## src/rtl/change_dispenser.sv

```systemverilog
// change_dispenser
// Greedy change-making engine. A requested amount is paid out from N coin
// channels, largest denomination first, one coin or one channel advance per
// cycle, without ever taking more coins from a channel than it holds. On
// success the per-channel coin counts are published and the inventory is
// debited; on failure nothing is dispensed. Channels can be refilled at any
// time with saturating arithmetic.

`timescale 1ns/1ps

module change_dispenser #(
    parameter int               W        = 7,
    parameter int               N        = 3,
    parameter int               CW       = 4,
    parameter logic [N*W-1:0]   DENOM    = {7'd5, 7'd10, 7'd25},
    parameter int               INIT_INV = 10
) (
    input  logic                  clk,
    input  logic                  reset,
    input  logic                  start,
    input  logic [W-1:0]          amount,
    output logic                  ready,
    output logic                  done,
    output logic                  fail,
    output logic [N*CW-1:0]       counts,
    input  logic                  refill,
    input  logic [$clog2(N)-1:0]  refill_ch,
    input  logic [CW-1:0]         refill_qty,
    output logic [N*CW-1:0]       inventory
);

    localparam int            CHW      = $clog2(N);
    localparam logic [CW-1:0] INV_INIT = CW'(INIT_INV);
    localparam logic [CHW-1:0] LAST_CH = CHW'(N - 1);

    localparam logic [1:0] S_IDLE   = 2'd0;
    localparam logic [1:0] S_CALC   = 2'd1;
    localparam logic [1:0] S_COMMIT = 2'd2;
    localparam logic [1:0] S_FAIL   = 2'd3;

    logic [1:0]     state, state_nxt;
    logic [W-1:0]   rem, rem_nxt;
    logic [CHW-1:0] ch, ch_nxt;
    logic           load_counts;

    logic [CW-1:0]  work     [N];
    logic [CW-1:0]  work_nxt [N];
    logic [CW-1:0]  inv      [N];
    logic [CW-1:0]  inv_nxt  [N];
    logic [CW-1:0]  inv_base [N];
    logic [CW-1:0]  inv_add  [N];
    logic [CW:0]    inv_sum  [N];

    logic [W-1:0]   cur_denom;
    logic [CW-1:0]  cur_work;
    logic [CW-1:0]  cur_inv;
    logic           can_take;
    logic [W-1:0]   rem_after;

    // Pick out the denomination, working count and stock of the channel under consideration
    always_comb begin
        cur_denom = '0;
        cur_work  = '0;
        cur_inv   = '0;
        for (int i = 0; i < N; i++) begin
            if (ch == CHW'(i)) begin
                cur_denom = DENOM[i*W +: W];
                cur_work  = work[i];
                cur_inv   = inv[i];
            end
        end
    end

    // A coin may be taken only if it fits the remainder and the channel still has stock left
    assign can_take  = (rem >= cur_denom) && (cur_work < cur_inv);
    assign rem_after = rem - cur_denom;

    // Controller: capture a request in IDLE, then make one greedy decision per CALC cycle
    always_comb begin
        state_nxt   = state;
        rem_nxt     = rem;
        ch_nxt      = ch;
        load_counts = 1'b0;
        for (int i = 0; i < N; i++) begin
            work_nxt[i] = work[i];
        end

        case (state)
            S_IDLE: begin
                if (start) begin
                    rem_nxt   = amount;
                    ch_nxt    = '0;
                    state_nxt = S_CALC;
                    for (int i = 0; i < N; i++) begin
                        work_nxt[i] = '0;
                    end
                end
            end
            S_CALC: begin
                if (rem == '0) begin
                    state_nxt   = S_COMMIT;
                    load_counts = 1'b1;
                end else if (can_take) begin
                    rem_nxt = rem_after;
                    for (int i = 0; i < N; i++) begin
                        if (ch == CHW'(i)) begin
                            work_nxt[i] = work[i] + CW'(1);
                        end
                    end
                    if (rem_after == '0) begin
                        state_nxt   = S_COMMIT;
                        load_counts = 1'b1;
                    end
                end else if (ch < LAST_CH) begin
                    ch_nxt = ch + CHW'(1);
                end else begin
                    state_nxt = S_FAIL;
                end
            end
            S_COMMIT: state_nxt = S_IDLE;
            S_FAIL:   state_nxt = S_IDLE;
            default:  state_nxt = S_IDLE;
        endcase
    end

    // Inventory update: debit the dispensed coins in COMMIT, then add any refill with saturation
    always_comb begin
        for (int i = 0; i < N; i++) begin
            inv_base[i] = (state == S_COMMIT) ? (inv[i] - work[i]) : inv[i];
            inv_add[i]  = (refill && (refill_ch == CHW'(i))) ? refill_qty : '0;
            inv_sum[i]  = {1'b0, inv_base[i]} + {1'b0, inv_add[i]};
            inv_nxt[i]  = inv_sum[i][CW] ? '1 : inv_sum[i][CW-1:0];
        end
    end

    // Controller registers and published counts, which only change on entry to COMMIT
    always_ff @(posedge clk or negedge reset) begin
        if (!reset) begin
            state  <= S_IDLE;
            rem    <= '0;
            ch     <= '0;
            counts <= '0;
            for (int i = 0; i < N; i++) begin
                work[i] <= '0;
            end
        end else begin
            state <= state_nxt;
            rem   <= rem_nxt;
            ch    <= ch_nxt;
            for (int i = 0; i < N; i++) begin
                work[i] <= work_nxt[i];
            end
            if (load_counts) begin
                for (int i = 0; i < N; i++) begin
                    counts[i*CW +: CW] <= work_nxt[i];
                end
            end
        end
    end

    // Coin stock per channel, restored to the initial fill on reset
    always_ff @(posedge clk or negedge reset) begin
        if (!reset) begin
            for (int i = 0; i < N; i++) begin
                inv[i] <= INV_INIT;
            end
        end else begin
            for (int i = 0; i < N; i++) begin
                inv[i] <= inv_nxt[i];
            end
        end
    end

    // Flatten the inventory for the display/coin-output side
    always_comb begin
        inventory = '0;
        for (int i = 0; i < N; i++) begin
            inventory[i*CW +: CW] = inv[i];
        end
    end

    assign ready = (state == S_IDLE);
    assign done  = (state == S_COMMIT);
    assign fail  = (state == S_FAIL);

endmodule

```

## config.mk

```make
export PLATFORM = sky130hd
export DESIGN_NAME = change_dispenser
export DESIGN_NICKNAME = d
export VERILOG_FILES = /design/src/rtl/change_dispenser.sv
export SDC_FILE = /design/constraint.sdc
export NUM_CORES = 1
export LEC_CHECK = 0
export CORE_MARGIN = 2
export CORE_UTILIZATION = 35
export DETAILED_ROUTE_END_ITERATION = 8
export PLACE_DENSITY = 0.63
export SETUP_SLACK_MARGIN = 0.1
export SLEW_MARGIN = 10
export SYNTH_ARGS = -nofsm -noshare
export SYNTH_HDL_FRONTEND = slang
export SYNTH_SLANG_ARGS = --single-unit
```

## constraint.sdc

```tcl
create_clock -name clk -period 3.69 [get_ports clk]
set_input_delay 0.738 -clock clk [delete_from_list [all_inputs] [get_ports clk]]
set_output_delay 0.738 -clock clk [all_outputs]
set_load 0.005 [all_outputs]
```

# Word level (Yosys, flattened, before mapping)
# Cells that the tools add are included.
[word_totals] reg_bits=47 input_bits=17 out_inout_bits=27 elab_cells=96
[op_classes] addsub=11 order_cmp=3 n_eq_ne=14 mux=44 n_reduce_logical=14
[ops] operator="4-bit two-way mux" n=18
[ops] operator="12-bit two-way mux" n=3
[ops] operator="7-bit two-way mux" n=4
[ops] operator="12-bit one-hot mux with 2 select lines" n=1
[ops] operator="2-bit two-way mux" n=9
[ops] operator="4-bit by 4-bit adder with 5-bit output" n=3
[ops] operator="7-bit zero test" n=2
[ops] operator="7-bit one-hot mux with 2 select lines" n=1
[ops] operator="4-bit by 1-bit adder with 4-bit output (second input constant)" n=3
[ops] operator="4-bit subtractor" n=3
[ops] operator="5-bit two-way mux" n=2
[ops] operator="2-bit != test (second input constant)" n=5
[ops] operator="2-bit equality test (second input constant)" n=4
[ops] operator="4-bit != test (second input constant)" n=2
[ops] operator="7-bit greater-or-equal comparator" n=1
[ops] operator="7-bit subtractor" n=1
[ops] operator="2-bit by 1-bit equality test with 1-bit output (second input constant)" n=3
[ops] operator="2-bit zero test" n=3
[ops] operator="2-bit one-hot mux with 3 select lines" n=1
[ops] operator="5-bit AND reduction" n=1
[ops] operator="1-bit logical AND" n=4
[ops] operator="4-bit < comparator" n=1
[ops] operator="1-bit two-way mux" n=4
[ops] operator="2-bit one-hot mux with 2 select lines" n=1
[ops] operator="other kinds (6)" n=6

# Longest topological paths before layout
[depth] word_depth=10 depth_mapped=16

# Worst setup path before layout
# Ideal clock, no wire load.
[synth_path] path_kind="reg2reg" start="reg ch[0]" end="reg counts[0]" arrival_ns=3.532 required_time_ns=3.565 setup_slack_ns=0.033 path_stages_with_launch=15 path_buffers=2 synth_period_minus_slack_ns=3.657 path_cell_list="dfrtp_1 -> inv_1 -> ha_1 -> clkbuf_1 -> or2_2 -> ha_1 -> fa_1 -> nand3b_1 -> o2111a_1 -> xnor2_1 -> o2111ai_2 -> o31ai_4 -> nand2_2 -> buf_6 -> mux2_4"
[synth_between] elab_chain_len=10 elab_cells_between_ends=25 cone_classes="add/sub (1); order compare (2); eq/ne (2); mux (17); reduce/logical (3)"
[synth_lines] item="start: declaration" line="43" source="logic [CHW-1:0] ch, ch_nxt;"
[synth_lines] item="start signal: assignment" line="149" source="ch <= ch_nxt;"
[synth_lines] item="2-bit zero test" line="66, 106"
[synth_lines] item="5-bit two-way mux (2 in a row)" line="66" source="if (ch == CHW'(i)) begin"
[synth_lines] item="7-bit two-way mux" line="66"
[synth_lines] item="7-bit subtractor" line="76" source="assign rem_after = rem - cur_denom;"
[synth_lines] item="7-bit zero test" line="110" source="if (rem_after == '0) begin"
[synth_lines] item="1-bit two-way mux" line="110"
[synth_lines] item="1-bit two-way mux" line="103" source="end else if (can_take) begin"
[synth_lines] item="1-bit two-way mux" line="100" source="if (rem == '0) begin"
[synth_lines] item="1-bit two-way mux" line="88" source="case (state)"
[synth_lines] item="end signal: indexed assignment" line="155" source="counts[i*CW +: CW] <= work_nxt[i];"
[synth_lines] item="end: declaration" line="25" source="output logic [N*CW-1:0] counts,"
# Several ways; a longest one is shown, not always the timed one.
# A chain may end at the register's enable or synchronous reset.

# Worst setup path in the final report
[layout_path] start="reg ch[0]" end="reg counts[1]"
# The elaborated chain is that of the path after synthesis.

==> results.json <==
{
  "status": "completed",
  "cts_sinks": 47,
  "dieArea_sq_um": 12000,
  "endpoint_kind": "flop",
  "crit_required_ps": 3880,
  "start_util_pct": 35.8,
  "async_reset_ff_share_pct": 100,
  "core_region_area_sq_um": 10800,
  "worstPathArrival_ps": 3640,
  "critical_path_class": "reg2reg",
  "hold_violations": 0,
  "synth.cell_area_sq_um": 3890,
  "finalSetupViolations": 0,
  "syn_avg_cell_area_sq_um": 9.00,
  "syn_inst": 432,
  "cp_cell_sequence": "inv_1 > ha_1 > or2_2 > ha_1 > fa_2 > nand3b_1 > o2111a_1 > xnor2_1 > o2111ai_2 > o31ai_4 > nand2_4 > mux2_4",
  "fmaxAchievable_mhz": 290,
  "cts_tree": "built",
  "die_height_um": 109,
  "vias": 3270,
  "grt_pass1_wl_um": 16200,
  "drt-total-wl_um": 9830,
  "drtAntennaViolNets": 0,
  "p_leak_uw": 0.00211,
  "grtUsageTotal_pct": 17.2,
  "yosysTopAreaCell": "dfrtp_1",
  "ys.flop_type": "dfrtp_1",
  "wl_per_cell_um": 15.9,
  "slowest_stage": "fa_2",
  "root_buffer": "clkbuf_8",
  "worstSetupStartpointType": "flop",
  "synth_edf_count": 0,
  "slew_headroom_pct": 27.8,
  "peakVddDrop_mv": 0.352,
  "synth.most_common_cell": "dfrtp_1",
  "cap_viol_max_count": 0,
  "detail_route.vias_per_cell": 5.30,
  "synth_fp_nets": 493,
  "grt_max_degree": 38,
  "die_w_um": 109,
  "cts_max_level": 2,
  "clock_path_buffers": 2,
  "min_period_over_period_pct": 93.5,
  "gp_congestion": 0.856,
  "fin_tns_setup_ps": 0,
  "synth_warnings": 0,
  "yosysSeqAreaShare_pct": 30.5,
  "hpwlAfterDp_um": 7430,
  "ys_ff_latch": 47,
  "io-pin-count": 44,
  "fillers": 1105,
  "cpMostUsedCell": "ha_1",
  "rsz0062_at_grt": "no",
  "finalMaxSlewViolations": 0,
  "critPathTopFamily": "adder cells",
  "dr.first_iter.drc_count": 153,
  "synth.distinct_cells": 62,
  "worst-path-max-fanout": 6,
  "firstDrtPassIters": 4,
  "insertion_delay_ps": 300,
  "port_buffers": 43,
  "drive_gt1_share_pct": 11.5,
  "post-route-drc-count": 0,
  "grt_pass1_vias": 3404,
  "antenna_found_initial": 0,
  "period_needed_ps": 3450,
  "netlist_top_cells_count": "dfrtp_1 (41), ha_1 (37), nor2_1 (37)",
  "antenna_cells": 0,
  "synth.top_cell.area_share_pct": 26.4,
  "cts.clk_slew.worst_paths_ps": 90,
  "nets": 538,
  "crit_path_max_incr_delay_ps": 410,
  "crit_buf_inv": 1,
  "fin_skew_ps": 9.21,
  "whs_ps": 514,
  "syn_to_final_growth_pct": 19.2,
  "worst_pin_slew_ps": 1080,
  "ys_top_cells_by_area": "dfrtp_1 (26%), ha_1 (12%), dfstp_2 (4.1%), mux2_4 (3.9%), a21oi_1 (3.7%)",
  "grt-ovfl-total": 0,
  "cts_buffers": 5,
  "rows": 38,
  "worst_hold_path_type": "reg2reg",
  "p_per_area_nw_per_um2": 991
}
final timing paths:
path	cells past startpoint	slack, ps	start	endpoint
max in group asynchronous	2	2390	reset	inventory[7]
setup reg to reg	12	240	ch[0]	counts[1]
hold / removal	1	510	counts[1]	counts[1]
hold reg to reg	1	510	counts[1]	counts[1]
setup / recovery	12	240	ch[0]	counts[1]
min in group asynchronous	1	530	reset	rem[3]
logic make-up (layout without fill, tap and decap cells):
| family | count (synthesis) | in the layout | share of synthesized area [%] |
|---|---|---|---|
| mux | 14 | 14 | 4.96 |
| simple gates | 141 | 142 | 18.5 |
| flops | 47 | 47 | 30.5 |
| fa+ha+maj | 44 | 44 | 15.5 |
| buf+inv | 49 | 93 | 5.22 |
| xor+xnor | 20 | 20 | 4.70 |
| compound gates | 117 | 117 | 20.6 |
what timing repair did:
item | 4_1_cts | 5_1_grt
gates resized for setup | 2 | 6
buffers inserted | 0 | 2
hold buffers | 0 | 0
gates cloned | 0 | 1
pin swaps | 0 | 2
setup endpoints to repair | 13 | 15
worst register-to-register path: stages (launching register included):
cell and delay [ps]:
dfrtp_1 360, inv_1 130, ha_1 260, or2_2 300, ha_1 220, fa_2 410, nand3b_1 170, o2111a_1 290
xnor2_1 170, o2111ai_2 160, o31ai_4 340, nand2_4 180, mux2_4 350
metrics by stage:
stage          setup WS, ps  total power [uW]  std cells  area [sq um]  util, %
4_1_cts                 161              4550        614          4590     42.3
5_1_grt                 104              5040        617          4630     42.7
2_1_floorplan           114              3140        432          3890        -
3_3_place_gp            198              4070        607          4480     41.3
6_report                241              4590        617          4630     42.7
3_5_place_dp           70.5              4140        607          4480     41.3
metal layers:
metal | part of all wire, % | vias up | track usage, %
met5 | 0 | - | 0
met4 | 1.4 | 0 | 5.06
met3 | 3.8 | 13 | 2.67
met2 | 48 | 67 | 29.2
met1 | 47 | 1576 | 22.5
li1 | - | 1614 | -
cell usage in the layout, fill, tap and decap left out, drive strengths merged, types with 2 or more instances in the layout:
cell	n
a211oi	5
a21o	8
a21oi	30
a22o	5
a22oi	4
a31oi	4
a32o	2
and2	13
and3	4
buf	13
clkbuf	6
clkdlybuf4s50	42
dfrtp	41
dfstp	6
fa	7
ha	37
inv	31
mux2	12
mux2i	2
nand2	33
nand2b	12
nand3	9
nand3b	7
nand4	2
nor2	37
nor2b	5
nor3	6
nor4	2
o2111ai	2
o211ai	9
o21ai	31
o21bai	4
o22ai	3
or2	2
or4	5
xnor2	8
xor2	12
flip-flops by register name (all words and copies together), names as in the netlist:
name	flops
counts	12
inventory	12
work	12
rem	7
ch	2
state	2
layout make-up:
class	instances	area (sq um)	share of cell area (%)
timing repair buffer	55	515	11.1
clock buffer	6	72.6	1.57
inverter	31	116	2.51
tap	140	175	3.78
multi-input combinational	337	2540	54.8
sequential	47	1180	25.5
clock inverter	1	30.0	0.648
where the power goes:
part | total (uW) | switching, uW | internal, uW | leakage (uW)
registers | 993 | 251 | 742 | 0.000581
logic | 3220 | 1800 | 1420 | 0.00147
clock network | 374 | 175 | 199 | 0.0000513
total | 4590 | 2230 | 2360 | 0.00211
Note: power is estimated with default switching activity, not from simulation.
==> patch (config.mk and constraints unchanged) <==
`CW`: 4 -> 5.
--- a/src/rtl/change_dispenser.sv
+++ b/src/rtl/change_dispenser.sv
@@ -12,5 +12,5 @@
     parameter int               W        = 7,
     parameter int               N        = 3,
-    parameter int               CW       = 4,
+    parameter int               CW       = 5,
     parameter logic [N*W-1:0]   DENOM    = {7'd5, 7'd10, 7'd25},
     parameter int               INIT_INV = 10
Ports: changed (resized counts, inventory and refill_qty); port bits go from 44 to 51. No check against the original RTL was run, so the function may have changed too.
==> patch against the original RTL <==
Wire length increased by 12%. First-iteration DRC count increased by 22%. Cell area increased by 18%. Area after synthesis increased by 16%. Clock skew decreased by 0.0046 ns. Sequential power increased by 13%. Setup slack improved by 0.016 ns. Sequential cell count increased by 9. Total power increased by 1.9%. Highest routed layer unchanged.
==> patch: results (changes against the original RTL) <==
synthAdderAreaFrac: 0.1535  # -0.001637
use_met2: 0.2767  # -0.01521
rr_worst_depth: 13  # +1
synth-seq-cells: 56  # +19%
cts_resized: 0  # -2
drive_above_1_share: 0.1207  # +0.005354
crit_path_top_delay_cell: "dfrtp_2"
path_clk_slew_ns: 0.07  # -0.02 ns
pwr-share-seq: 0.239  # +0.023
r2r_slack_ns: 0.26  # +0.02 ns
clock_skew_ns: 0.004577  # -0.004632 ns
place_hpwl_um: 8670  # +17%
multiInputGateArea_um2: 2925  # +15%
p_leak_nw: 2.487  # +18%
fin_nets: 615  # +14%
cp.arrival_ns: 3.62  # -0.02 ns
synth_cell_types: 53  # -15%
globalplace.congestion: 0.8954  # +4.6%
totalWireLength_um: 11040  # +12%
synth_common_cells: "50 x dfrtp_1, 46 x nand2_1, 44 x ha_1"
synthCells: 497  # +15%
synth_compound_area_frac: 0.1933  # -0.01305
dpl.cell_count: 709  # +17%
inverters_excl_clock: 32  # +3.2%
dr.max_layer_used: "met4"
synthMuxAreaShare: 0.05480  # +0.005217
buffers_excl_clock: 64  # +16%
dr_wl_met2_um: 5131  # +8.2%
via_per_inst: 5.164  # -2.6%
seq-power_mw: 1.12  # +13%
wl_per_cell_um: 15.35  # -3.7%
path_max_fanout: 8  # +2
root_buffer: "clkbuf_16"
p_sw_frac: 0.4669  # -0.01815
met1_usage: 0.2244  # -0.0004618
status: "finished, final reports clean"
wl_met3_um: 453  # +21%
pg_clk_mw: 0.503  # +34%
grt_util_met3: 0.02578  # -0.0008964
io_buffers: 50  # +16%
seq_share: 0.2587  # +0.003245
synthesis.nets: 566  # +15%
slew_headroom: 0.3331  # +0.05469
fillers: 1238  # +12%
synth_area_leaders: "dfrtp_1 28%, ha_1 12%, a21oi_1 4.7%"
ys_seq_area_frac: 0.3132  # +0.008641
holdWs_ns: 0.5121  # -0.002050 ns
vdd_drop_max_mv: 0.3531  # +0.40%
dr.pass1.iters: 5  # +1
wl_met1_um: 5347  # +17%
[patch: cell types whose count changed after synthesis, moves of 9 or more]
cell / unedited run / this run
a21oi_1: 29 / 42
dfrtp_1: 41 / 50
nand2_1: 31 / 46
nor2_1: 37 / 28
o21ai_0: 21 / 36
xnor2_1: 8 / 20
[patch: worst paths after layout]
path                                              from                 endpoint
max in group asynchronous                        reset  inventory[13]$_DFF_PN1_
min in group asynchronous                        reset        ch[0]$_DFFE_PN0P_
worst min-delay path            counts[11]$_DFFE_PN0P_   counts[11]$_DFFE_PN0P_
worst min register to register  counts[11]$_DFFE_PN0P_   counts[11]$_DFFE_PN0P_
worst max register to register       ch[1]$_DFFE_PN0P_    counts[0]$_DFFE_PN0P_
worst max-delay path                 ch[1]$_DFFE_PN0P_    counts[0]$_DFFE_PN0P_
[patch: through the flow]
step	setup slack, ns	cell area, um2
after global routing	0.08770	5455
after floorplan	0.1120	4547
after CTS	0.1502	5400
after detailed placement	0.1684	5248
after global placement	0.2591	5248
final	0.2565	5455
